==> src/rtl/pe_pkg.sv <==
// Shared types and constants for the PE convolution responder.
package pe_pkg;

    localparam int DEF_DATA_W = 8;
    localparam int DEF_ADDR_W = 8;
    localparam int DEF_ACC_W  = 20;

    typedef enum logic [1:0] {
        IDLE = 2'd0,
        EMIT = 2'd1,
        DONE = 2'd2
    } state_e;

    localparam logic SEL_MAC  = 1'b0;
    localparam logic SEL_EMIT = 1'b1;

    typedef struct packed {
        logic [DEF_ADDR_W-1:0] filter_addr;
        logic [DEF_ADDR_W-1:0] ifmap_addr;
        logic                  acc_clear;
        logic                  sel;
        logic                  done;
    } cmd_t;

endpackage

==> src/rtl/pe_conv_responder_if.sv <==
// Command, load, psum and done channels between the PE sequencer and the responder.
interface pe_conv_responder_if
    import pe_pkg::*;
#(
    parameter int ADDR_W = DEF_ADDR_W,
    parameter int DATA_W = DEF_DATA_W,
    parameter int ACC_W  = DEF_ACC_W
) ();

    logic              cmd_valid;
    logic              cmd_ready;
    logic [ADDR_W-1:0] cmd_filter_addr;
    logic [ADDR_W-1:0] cmd_ifmap_addr;
    logic              cmd_acc_clear;
    logic              cmd_sel;
    logic              cmd_done;

    logic              ld_valid;
    logic              ld_ready;
    logic              ld_sel;
    logic [ADDR_W-1:0] ld_addr;
    logic [DATA_W-1:0] ld_data;

    logic              psum_valid;
    logic              psum_ready;
    logic [ACC_W-1:0]  psum_data;
    logic [ADDR_W-1:0] psum_idx;

    logic              done_valid;
    logic              done_ready;

    logic              err;

    modport master (
        output cmd_valid, cmd_filter_addr, cmd_ifmap_addr, cmd_acc_clear, cmd_sel, cmd_done,
        output ld_valid, ld_sel, ld_addr, ld_data,
        output psum_ready, done_ready,
        input  cmd_ready, ld_ready, psum_valid, psum_data, psum_idx, done_valid, err
    );

    modport slave (
        input  cmd_valid, cmd_filter_addr, cmd_ifmap_addr, cmd_acc_clear, cmd_sel, cmd_done,
        input  ld_valid, ld_sel, ld_addr, ld_data,
        input  psum_ready, done_ready,
        output cmd_ready, ld_ready, psum_valid, psum_data, psum_idx, done_valid, err
    );

endinterface

==> src/rtl/pe_regfile.sv <==
// Small register file: one synchronous write, one combinational read, range flags.
// Out-of-range reads return 0 and out-of-range writes are dropped.
module pe_regfile #(
    parameter int DEPTH  = 3,
    parameter int DATA_W = 8,
    parameter int ADDR_W = 8
) (
    input  logic              clk,
    input  logic              rst_n,
    input  logic              wr_en,
    input  logic [ADDR_W-1:0] wr_addr,
    input  logic [DATA_W-1:0] wr_data,
    input  logic [ADDR_W-1:0] rd_addr,
    output logic [DATA_W-1:0] rd_data,
    output logic              rd_oob,
    output logic              wr_oob
);

    logic [DATA_W-1:0] mem [DEPTH];

    assign rd_oob = (rd_addr >= ADDR_W'(DEPTH));
    assign wr_oob = wr_en && (wr_addr >= ADDR_W'(DEPTH));

    // Write the addressed entry when in range; reset clears every entry.
    always_ff @(posedge clk or negedge rst_n) begin
        if (!rst_n) begin
            for (int i = 0; i < DEPTH; i++) begin
                mem[i] <= '0;
            end
        end else if (wr_en && !wr_oob) begin
            for (int i = 0; i < DEPTH; i++) begin
                if (wr_addr == ADDR_W'(i)) begin
                    mem[i] <= wr_data;
                end
            end
        end
    end

    // Decode the read address; anything past the depth reads as 0.
    always_comb begin
        rd_data = '0;
        for (int i = 0; i < DEPTH; i++) begin
            if (rd_addr == ADDR_W'(i)) begin
                rd_data = mem[i];
            end
        end
    end

endmodule

==> src/rtl/pe_conv_responder.sv <==
// Far-end responder of the PE control stream: MACs filter x ifmap entries into an
// accumulator, hands partial sums downstream, then signals frame completion.
module pe_conv_responder
    import pe_pkg::*;
#(
    parameter int DATA_W    = DEF_DATA_W,
    parameter int FILT_LEN  = 3,
    parameter int IFMAP_LEN = 5,
    parameter int ADDR_W    = DEF_ADDR_W,
    parameter int ACC_W     = DEF_ACC_W
) (
    input logic               clk,
    input logic               rst_n,
    pe_conv_responder_if.slave bus
);

    localparam logic [1:0] ST_IDLE = IDLE;
    localparam logic [1:0] ST_EMIT = EMIT;
    localparam logic [1:0] ST_DONE = DONE;

    logic [1:0]          state;
    logic [ACC_W-1:0]    acc;
    logic [ACC_W-1:0]    psum_data_reg;
    logic [ADDR_W-1:0]   psum_idx_reg;
    logic [ADDR_W-1:0]   count;
    logic                psum_valid_reg;
    logic                done_valid_reg;
    logic                err_reg;

    logic                idle;
    logic                cmd_fire;
    logic                mac_fire;
    logic                emit_fire;
    logic                done_fire;
    logic                ld_fire;
    logic                filt_wr_en;
    logic                ifmap_wr_en;

    logic [DATA_W-1:0]   filt_rd;
    logic [DATA_W-1:0]   ifmap_rd;
    logic                filt_rd_oob;
    logic                ifmap_rd_oob;
    logic                filt_wr_oob;
    logic                ifmap_wr_oob;

    logic [2*DATA_W-1:0] product;
    logic [ACC_W-1:0]    acc_base;

    assign idle      = (state == ST_IDLE);
    assign cmd_fire  = bus.cmd_valid && idle;
    assign done_fire = cmd_fire && bus.cmd_done;
    assign mac_fire  = cmd_fire && !bus.cmd_done && (bus.cmd_sel == SEL_MAC);
    assign emit_fire = cmd_fire && !bus.cmd_done && (bus.cmd_sel == SEL_EMIT);

    assign ld_fire     = bus.ld_valid && idle;
    assign filt_wr_en  = ld_fire && !bus.ld_sel;
    assign ifmap_wr_en = ld_fire && bus.ld_sel;

    // Reads are combinational, so a MAC sees the contents from before a same-cycle load.
    assign product  = filt_rd * ifmap_rd;
    assign acc_base = bus.cmd_acc_clear ? '0 : acc;

    assign bus.cmd_ready  = idle;
    assign bus.ld_ready   = idle;
    assign bus.psum_valid = psum_valid_reg;
    assign bus.psum_data  = psum_data_reg;
    assign bus.psum_idx   = psum_idx_reg;
    assign bus.done_valid = done_valid_reg;
    assign bus.err        = err_reg;

    pe_regfile #(
        .DEPTH  (FILT_LEN),
        .DATA_W (DATA_W),
        .ADDR_W (ADDR_W)
    ) u_filt (
        .clk     (clk),
        .rst_n   (rst_n),
        .wr_en   (filt_wr_en),
        .wr_addr (bus.ld_addr),
        .wr_data (bus.ld_data),
        .rd_addr (bus.cmd_filter_addr),
        .rd_data (filt_rd),
        .rd_oob  (filt_rd_oob),
        .wr_oob  (filt_wr_oob)
    );

    pe_regfile #(
        .DEPTH  (IFMAP_LEN),
        .DATA_W (DATA_W),
        .ADDR_W (ADDR_W)
    ) u_ifmap (
        .clk     (clk),
        .rst_n   (rst_n),
        .wr_en   (ifmap_wr_en),
        .wr_addr (bus.ld_addr),
        .wr_data (bus.ld_data),
        .rd_addr (bus.cmd_ifmap_addr),
        .rd_data (ifmap_rd),
        .rd_oob  (ifmap_rd_oob),
        .wr_oob  (ifmap_wr_oob)
    );

    // Command FSM: MACs stay in IDLE, emit and done park until their handshake completes.
    always_ff @(posedge clk or negedge rst_n) begin
        if (!rst_n) begin
            state          <= ST_IDLE;
            acc            <= '0;
            psum_data_reg  <= '0;
            psum_idx_reg   <= '0;
            count          <= '0;
            psum_valid_reg <= 1'b0;
            done_valid_reg <= 1'b0;
        end else begin
            case (state)
                ST_IDLE: begin
                    if (done_fire) begin
                        done_valid_reg <= 1'b1;
                        state          <= ST_DONE;
                    end else if (mac_fire) begin
                        acc <= acc_base + ACC_W'(product);
                    end else if (emit_fire) begin
                        psum_data_reg  <= acc;
                        psum_idx_reg   <= count;
                        psum_valid_reg <= 1'b1;
                        state          <= ST_EMIT;
                    end
                end
                ST_EMIT: begin
                    if (bus.psum_ready) begin
                        psum_valid_reg <= 1'b0;
                        count          <= count + 1'b1;
                        state          <= ST_IDLE;
                    end
                end
                ST_DONE: begin
                    if (bus.done_ready) begin
                        done_valid_reg <= 1'b0;
                        count          <= '0;
                        acc            <= '0;
                        state          <= ST_IDLE;
                    end
                end
                default: begin
                    state <= ST_IDLE;
                end
            endcase
        end
    end

    // Sticky error on any out-of-range MAC operand or dropped load.
    always_ff @(posedge clk or negedge rst_n) begin
        if (!rst_n) begin
            err_reg <= 1'b0;
        end else if ((mac_fire && (filt_rd_oob || ifmap_rd_oob)) || filt_wr_oob || ifmap_wr_oob) begin
            err_reg <= 1'b1;
        end
    end

endmodule

==> src/flat_wrapper.sv <==
// flat-port wrapper written by rule: the top's interface ports become plain ports
module pe_conv_responder_flat import pe_pkg::*;
#(
    parameter int DATA_W    = DEF_DATA_W,
    parameter int FILT_LEN  = 3,
    parameter int IFMAP_LEN = 5,
    parameter int ADDR_W    = DEF_ADDR_W,
    parameter int ACC_W     = DEF_ACC_W
)
  (clk, rst_n, bus_cmd_valid, bus_cmd_filter_addr, bus_cmd_ifmap_addr, bus_cmd_acc_clear, bus_cmd_sel, bus_cmd_done, bus_ld_valid, bus_ld_sel, bus_ld_addr, bus_ld_data, bus_psum_ready, bus_done_ready, bus_cmd_ready, bus_ld_ready, bus_psum_valid, bus_psum_data, bus_psum_idx, bus_done_valid, bus_err);
  pe_conv_responder_if #(.ADDR_W(ADDR_W), .DATA_W(DATA_W), .ACC_W(ACC_W)) bus_i ();
  input logic clk;
  input logic rst_n;
  input wire logic [$bits(bus_i.cmd_valid)-1:0] bus_cmd_valid;
  input wire logic [$bits(bus_i.cmd_filter_addr)-1:0] bus_cmd_filter_addr;
  input wire logic [$bits(bus_i.cmd_ifmap_addr)-1:0] bus_cmd_ifmap_addr;
  input wire logic [$bits(bus_i.cmd_acc_clear)-1:0] bus_cmd_acc_clear;
  input wire logic [$bits(bus_i.cmd_sel)-1:0] bus_cmd_sel;
  input wire logic [$bits(bus_i.cmd_done)-1:0] bus_cmd_done;
  input wire logic [$bits(bus_i.ld_valid)-1:0] bus_ld_valid;
  input wire logic [$bits(bus_i.ld_sel)-1:0] bus_ld_sel;
  input wire logic [$bits(bus_i.ld_addr)-1:0] bus_ld_addr;
  input wire logic [$bits(bus_i.ld_data)-1:0] bus_ld_data;
  input wire logic [$bits(bus_i.psum_ready)-1:0] bus_psum_ready;
  input wire logic [$bits(bus_i.done_ready)-1:0] bus_done_ready;
  output wire logic [$bits(bus_i.cmd_ready)-1:0] bus_cmd_ready;
  output wire logic [$bits(bus_i.ld_ready)-1:0] bus_ld_ready;
  output wire logic [$bits(bus_i.psum_valid)-1:0] bus_psum_valid;
  output wire logic [$bits(bus_i.psum_data)-1:0] bus_psum_data;
  output wire logic [$bits(bus_i.psum_idx)-1:0] bus_psum_idx;
  output wire logic [$bits(bus_i.done_valid)-1:0] bus_done_valid;
  output wire logic [$bits(bus_i.err)-1:0] bus_err;
  assign bus_i.cmd_valid = bus_cmd_valid;
  assign bus_i.cmd_filter_addr = bus_cmd_filter_addr;
  assign bus_i.cmd_ifmap_addr = bus_cmd_ifmap_addr;
  assign bus_i.cmd_acc_clear = bus_cmd_acc_clear;
  assign bus_i.cmd_sel = bus_cmd_sel;
  assign bus_i.cmd_done = bus_cmd_done;
  assign bus_i.ld_valid = bus_ld_valid;
  assign bus_i.ld_sel = bus_ld_sel;
  assign bus_i.ld_addr = bus_ld_addr;
  assign bus_i.ld_data = bus_ld_data;
  assign bus_i.psum_ready = bus_psum_ready;
  assign bus_i.done_ready = bus_done_ready;
  assign bus_cmd_ready = bus_i.cmd_ready;
  assign bus_ld_ready = bus_i.ld_ready;
  assign bus_psum_valid = bus_i.psum_valid;
  assign bus_psum_data = bus_i.psum_data;
  assign bus_psum_idx = bus_i.psum_idx;
  assign bus_done_valid = bus_i.done_valid;
  assign bus_err = bus_i.err;
  pe_conv_responder #(.DATA_W(DATA_W), .FILT_LEN(FILT_LEN), .IFMAP_LEN(IFMAP_LEN), .ADDR_W(ADDR_W), .ACC_W(ACC_W)) u_core (.clk(clk), .rst_n(rst_n), .bus(bus_i));
endmodule
==> config.mk <==
export PLATFORM = sky130hd
export DESIGN_NAME = pe_conv_responder_flat
export DESIGN_NICKNAME = d
export VERILOG_FILES = /design/src/rtl/pe_pkg.sv /design/src/rtl/pe_conv_responder_if.sv /design/src/rtl/pe_regfile.sv /design/src/rtl/pe_conv_responder.sv /design/src/flat_wrapper.sv
export SDC_FILE = /design/constraint.sdc
export NUM_CORES = 1
export LEC_CHECK = 0
export CELL_PAD_IN_SITES_DETAIL_PLACEMENT = 0
export CELL_PAD_IN_SITES_GLOBAL_PLACEMENT = 1
export CORE_MARGIN = 1
export CORE_UTILIZATION = 42
export CTS_CLUSTER_DIAMETER = 80
export DETAILED_ROUTE_END_ITERATION = 16
export PLACE_DENSITY_LB_ADDON = 0.1
export SETUP_SLACK_MARGIN = 0.1
export SYNTH_ARGS = -nofsm -noshare
export SYNTH_HDL_FRONTEND = slang
export SYNTH_HIERARCHICAL = 1
export SYNTH_SLANG_ARGS = --single-unit
==> constraint.sdc <==
create_clock -name clk -period 4.8 [get_ports clk]
set_clock_uncertainty 0.2 [all_clocks]
set_input_delay 0.96 -clock clk [delete_from_list [all_inputs] [get_ports clk]]
set_output_delay 0.96 -clock clk [all_outputs]
set_load 0.005 [all_outputs]
### Word level (Yosys, flattened, before mapping)

Index checks and enable logic that the tools add are counted.
W data, S select, Z words.

* output and inout port bits: 33
* bits of input ports: 42
* bits in registers: 125

* bitwise gates (word level): 3
* multipliers: 1
* mux-type cells: 30
* equality and inequality tests: 21
* order comparisons: 4
* add/subtract/negate cells: 2
* reductions and logical operators: 41

Operators by type and width (number)
* $mux W20: 4
* $mux W8: 10
* $eq A8 B2 Y1 const B: 5
* $pmux W20 S2: 1
* $eq A8 B1 Y1 const B: 3
* $logic_not A8 Y1: 3
* $add A20 B16 Y20: 1
* $eq A8 B3 Y1 const B: 2
* $ge A8 B2 Y1 const B: 2
* $ge A8 B3 Y1 const B: 2
* $mul A8 B8 Y16: 1
* $pmux W8 S2: 1
* $reduce_and A2 Y1: 8
* $ne A2 B2 Y1 const B: 7
* $logic_and A1 B1 Y1: 13
* $reduce_and A4 Y1: 3
* $mux W2: 5
* $add A8 B1 Y8 const B: 1
* $mux W1: 6
* $ne A3 B3 Y1 const B: 2
* $pmux W2 S3: 1
* $reduce_and A3 Y1: 2
* $reduce_bool A2 Y1: 3
* $reduce_and A5 Y1: 1
* 7 further kinds: 15

### Logic depth before layout (Yosys ltp)

* depth in word-level cells: 11
* gate-level depth with buffers: 22

### By module

Netlist, hierarchy kept.

By module, submodules not included
* pe_conv_responder: sequential area each 1526.5 µm², area each 5237.5 µm², cells an instance 541, instances 1
* pe_regfile at u_core.u_ifmap: sequential area each 1001.0 µm², area each 1940.6 µm², cells an instance 148, instances 1
* pe_regfile at u_core.u_filt: sequential area each 600.6 µm², area each 1199.9 µm², cells an instance 95, instances 1

### Worst setup path before layout

No wires, ideal clock.

* kind: input-to-reg
* start: input bus_cmd_ifmap_addr[1]
* end: register u_core.acc[18]
* setup time: 0.122 ns
* stages: 17
* arrival: 5.798 ns
* slack: -1.319 ns
* cell sequence: clkbuf_1 > mux2_2 > a22oi_1 > a21oi_1 > and2_1 > fa_1 > fa_1 > fa_1 > inv_1 > fa_1 > inv_1 > ha_1 > a211o_1 > o21ai_1 > nor4_1 > or3_1 > a32o_1

* word-level cells in the longest chain between the ends: 11
* elaborated cells between the ends (all ways): 15
* those cells by class: add/sub: 1; mul: 1; eq/ne: 4; mux: 8; reduce/logical: 1

RTL lines
* start, declared: RTL line flat_wrapper.sv:16 `input wire logic [$bits(bus_i.cmd_ifmap_addr)-1:0] bus_cmd_ifmap_addr;`
* $logic_not A8 Y1: RTL line pe_regfile.sv:43 `if (rd_addr == ADDR_W'(i)) begin`
* $mux W8 (4 in series): RTL line pe_regfile.sv:43
* $mux W8 (*): RTL line pe_regfile.sv:43
* net u_core.ifmap_rd[7]: RTL line pe_conv_responder.sv:40 `logic [DATA_W-1:0] ifmap_rd;`
* $mul A8 B8 Y16 (*): RTL line pe_conv_responder.sv:60 `assign product = filt_rd * ifmap_rd;`
* $add A20 B16 Y20 (*): RTL line pe_conv_responder.sv:120 `acc <= acc_base + ACC_W'(product);`
* $mux W20 (*): RTL line pe_conv_responder.sv:119 `end else if (mac_fire) begin`
* $mux W20 (*): RTL line pe_conv_responder.sv:116 `if (done_fire) begin`
* $pmux W20 S2 (*): RTL line pe_conv_responder.sv:114 `case (state)`
* end signal, assigned: RTL line pe_conv_responder.sv:120
* end, declared: RTL line pe_conv_responder.sv:22 `logic [ACC_W-1:0] acc;`

The timed path passes the listed nets; every way through them passes the cells marked *. The select of a mux whose other input is x is not followed.
A chain may end at the register's enable or synchronous reset.

### Worst setup path in the final report

* start: input bus_cmd_ifmap_addr[2]
* end: register u_core.acc[16]

The elaborated chain is that of the path after synthesis.

==> out/results.ini <==
[status]
status = finished with violations
violations = negative setup slack

[setup_path]
path_cells = buf_8 -> buf_6 -> nor3b_4 -> buf_6 -> buf_12 -> nand2_4 -> a21oi_4 -> buf_6 -> nand2_4 -> fa_1 -> inv_2 -> fa_1 -> inv_1 -> fa_1 -> fa_1 -> inv_2 -> ha_4 -> o21ai_4 -> o21bai_4 -> o21ai_4 -> o21ba_4 -> or4_1 -> nand3_1
critPathLaunchType = input pin
cp.arrival_ns = 5.58
slowest_delay_ns = 0.55
critPathSlowestCell = fa_1
crit_type = input pin to flip-flop
cp.required_ns = 4.95
worst-path-max-fanout = 4
crit_family = adder cells
crit_buf_inv = 8
cpMostUsedCell = fa_1
end_kind = flip-flop

[min_path]
hold_class = flip-flop to flip-flop

[finish]
top_regs = u_core/u_ifmap/mem: 40 flops, u_core/u_filt/mem: 24 flops
final_cell_mix = 125 x dfrtp_1, 102 x mux2_2, 71 x buf_4, 71 x inv_1, 57 x clkdlybuf4s50_1
area_growth_pct = 40.9
drive_gt1_share_pct = 41.6
final_common_cell = dfrtp_1
regMostFlops = u_core/u_ifmap/mem
fin_cells = 1245
final_area_mm2 = 0.0118
antenna_cells = 0
final_nets = 1101
largest_reg_flops = 40
post-route-util_pct = 60.5

[timing]
rsz0062_at_grt = yes
finalMaxSlewViolations = 0
setup_violations = 14
whs_ns = 0.289
hold_viol = 0
fmax_ghz = 0.184
slew-limit-headroom_pct = 39.5
final.period_utilization_pct = 113
worst_slew_pin_slew_ns = 0.902
period_minus_slack_ns = 5.42
post-route-worst-setup-slack_ns = -0.623

[detailed_routing]
drtIter0Drc = 195
routed_via_density = 5.10
drc = 0
first_pass_iters = 4
postRouteWirelength_mm = 21.6
wl_per_cell_um = 17.3
ant_nets = 0
dr_total_vias = 6344

[cts]
cts.sinks = 125
holdBufCountCts = 0
cts_tree = done
htreeDepth = 4
clkSlewWorstSetupHoldPaths_ns = 0.06
cts_root_buffer = clkbuf_16
cts_made_buffers = 17
clockBufferDepth = 2
insertion_delay_ns = 0.42

[pwr]
irDropWorstVdd_v = 0.000217
powerDensity_mw_per_mm2 = 226
p_leak_nw = 5.62

[place]
gp_congestion = 0.876
place_ws_ns = -1.60
dpl.cell_count = 1177
dp_hpwl_mm = 15.6
place_area_mm2 = 0.0103
place.port_buffers = 74

[flow_run]
maxCapViolCount = 0

[synthesis]
yosysSeqAreaShare_pct = 37.3
ys_warn_count = 6
synth_fa_ha_area_share_pct = 18.2
muxShareOfSynthArea_pct = 15.4
synth_top_family_by_area = adder cells
synthesis.nets = 918
synth.cell_area_mm2 = 0.00838
synth_simple_gate_area_share_pct = 14.5
synth_cell_type_count = 61
synth_compound_gate_area_share_pct = 7.84
synth-seq-cells = 125
async_flop_share_pct = 100
yosys_most_used_dff = dfrtp_1
synth_edf_count = 0
synth_xor_area_share_pct = 1.46
syn_inst = 784
synth.avg_cell_area_um2 = 10.7

[die]
design.die.area_mm2 = 0.0205
start_util_pct = 42.9
die_h_um = 143
core-area_mm2 = 0.0195
die_x_um = 143
io-pin-count = 75
fp-row-count = 51

[grt]
grt_start_max_net_pins = 80
track_usage_pct = 22.6
antenna_found_initial = 0
grt_pass1_wl_mm = 35.2
grt-ovfl-total = 0
grt_pass1_vias = 6797

[cells by family (layout without fill, tap and decap cells)]
family | count (synthesis) | after routing
flops | 125 | 125
compound gates | 105 | 105
mux | 116 | 116
simple gates | 221 | 222
fa+ha+maj | 92 | 92
xor+xnor | 14 | 14
buf+inv | 111 | 306
[synthesized netlist by cell type (7+ instances only)]
cell      number  area, um^2
fa_1          50        1000
ha_1          42         526
clkbuf_1      14        52.6
nand2_1       77         289
mux2_2       106        1190
nand4_1        7        43.8
xor2_1        10        87.6
a21oi_1       37         185
nor2_1        26        97.6
dfrtp_1      125        3130
nand2b_1      13        81.3
o21ai_0       22         110
mux2i_1       10         100
inv_1         91         342
a22oi_1        7        52.6
or2_2          8        50.1
and2_1        39         244
nor2b_1       16         100
[metrics by stage]
| stage | setup TNS, ns | power, mW |
|---|---|---|
| floorplan | -6.80 | 1.23 |
| global placement | -20.58 | 1.36 |
| detailed placement | -21.50 | 1.36 |
| CTS | -6.02 | 2.70 |
| global route | -8.37 | 2.77 |
| finish | -6.17 | 2.67 |
[path summary, 6_finish.rpt]
| path | start | to | slack [ns] | depth (start not counted) |
|---|---|---|---|---|
| min in group asynchronous | rst_n | u_core/bus.psum_idx[0] | 0.34 | 1 |
| worst min-delay path | u_core/bus.psum_data[19] | u_core/bus.psum_data[19] | 0.29 | 2 |
| worst max-delay path | bus_cmd_ifmap_addr[2] | u_core/acc[16] | -0.62 | 23 |
| worst max register to register | u_core/u_ifmap/mem[34] | u_core/acc[16] | -0.19 | 18 |
| max in group asynchronous | rst_n | u_core/u_ifmap/mem[21] | 3.19 | 2 |
| worst min register to register | u_core/bus.psum_data[19] | u_core/bus.psum_data[19] | 0.29 | 2 |
[worst reg2reg max path, cell delays in order, from the launching register on]
cell and delay [ns]:
dfrtp_1 0.38, mux2_4 0.28, a222oi_1 0.38, nor2_2 0.12, nand2_1 0.12, fa_1 0.44, fa_1 0.53, inv_2 0.04
fa_1 0.52, inv_1 0.05, fa_1 0.49, inv_2 0.05, ha_4 0.27, o211ai_1 0.09, nand2_1 0.11, o21ai_4 0.09
o21ba_4 0.23, or4_1 0.46, nand3_1 0.09
[layer usage]
| layer | global-route usage, % | up-vias | routed length, um |
|---|---|---|---|
| met3 | 3.19 | 20 | 556 |
| met2 | 41.1 | 114 | 11400 |
| met1 | 27.1 | 3192 | 9260 |
| met4 | 8.17 | 0 | 342 |
| li1 | - | 3018 | - |
| met5 | 0 | - | 0 |
[power by group]
| group | internal (mW) | switching, mW | total [mW] |
|---|---|---|---|
| Clock | 0.775 | 0.527 | 1.30 |
| Combinational | 0.126 | 0.128 | 0.255 |
| Sequential | 1.08 | 0.0264 | 1.11 |
| Total | 1.98 | 0.681 | 2.67 |
[repair_timing]
action | CTS | global route
pin swaps | 80 | 47
cloned | 4 | 0
setup buffers | 26 | 8
setup endpoints to repair | 17 | 16
resized for setup | 174 | 30
[layout make-up]
class | count | area (um^2)
well taps | 265 | 332
multi-input cells | 549 | 5610
repair buffers | 183 | 1810
clock inverters | 14 | 160
clock buffers | 18 | 429
fillers | 1625 | 7720
inverters | 91 | 342
flip-flops and latches | 125 | 3130
(Power assumes the default switching activity.)
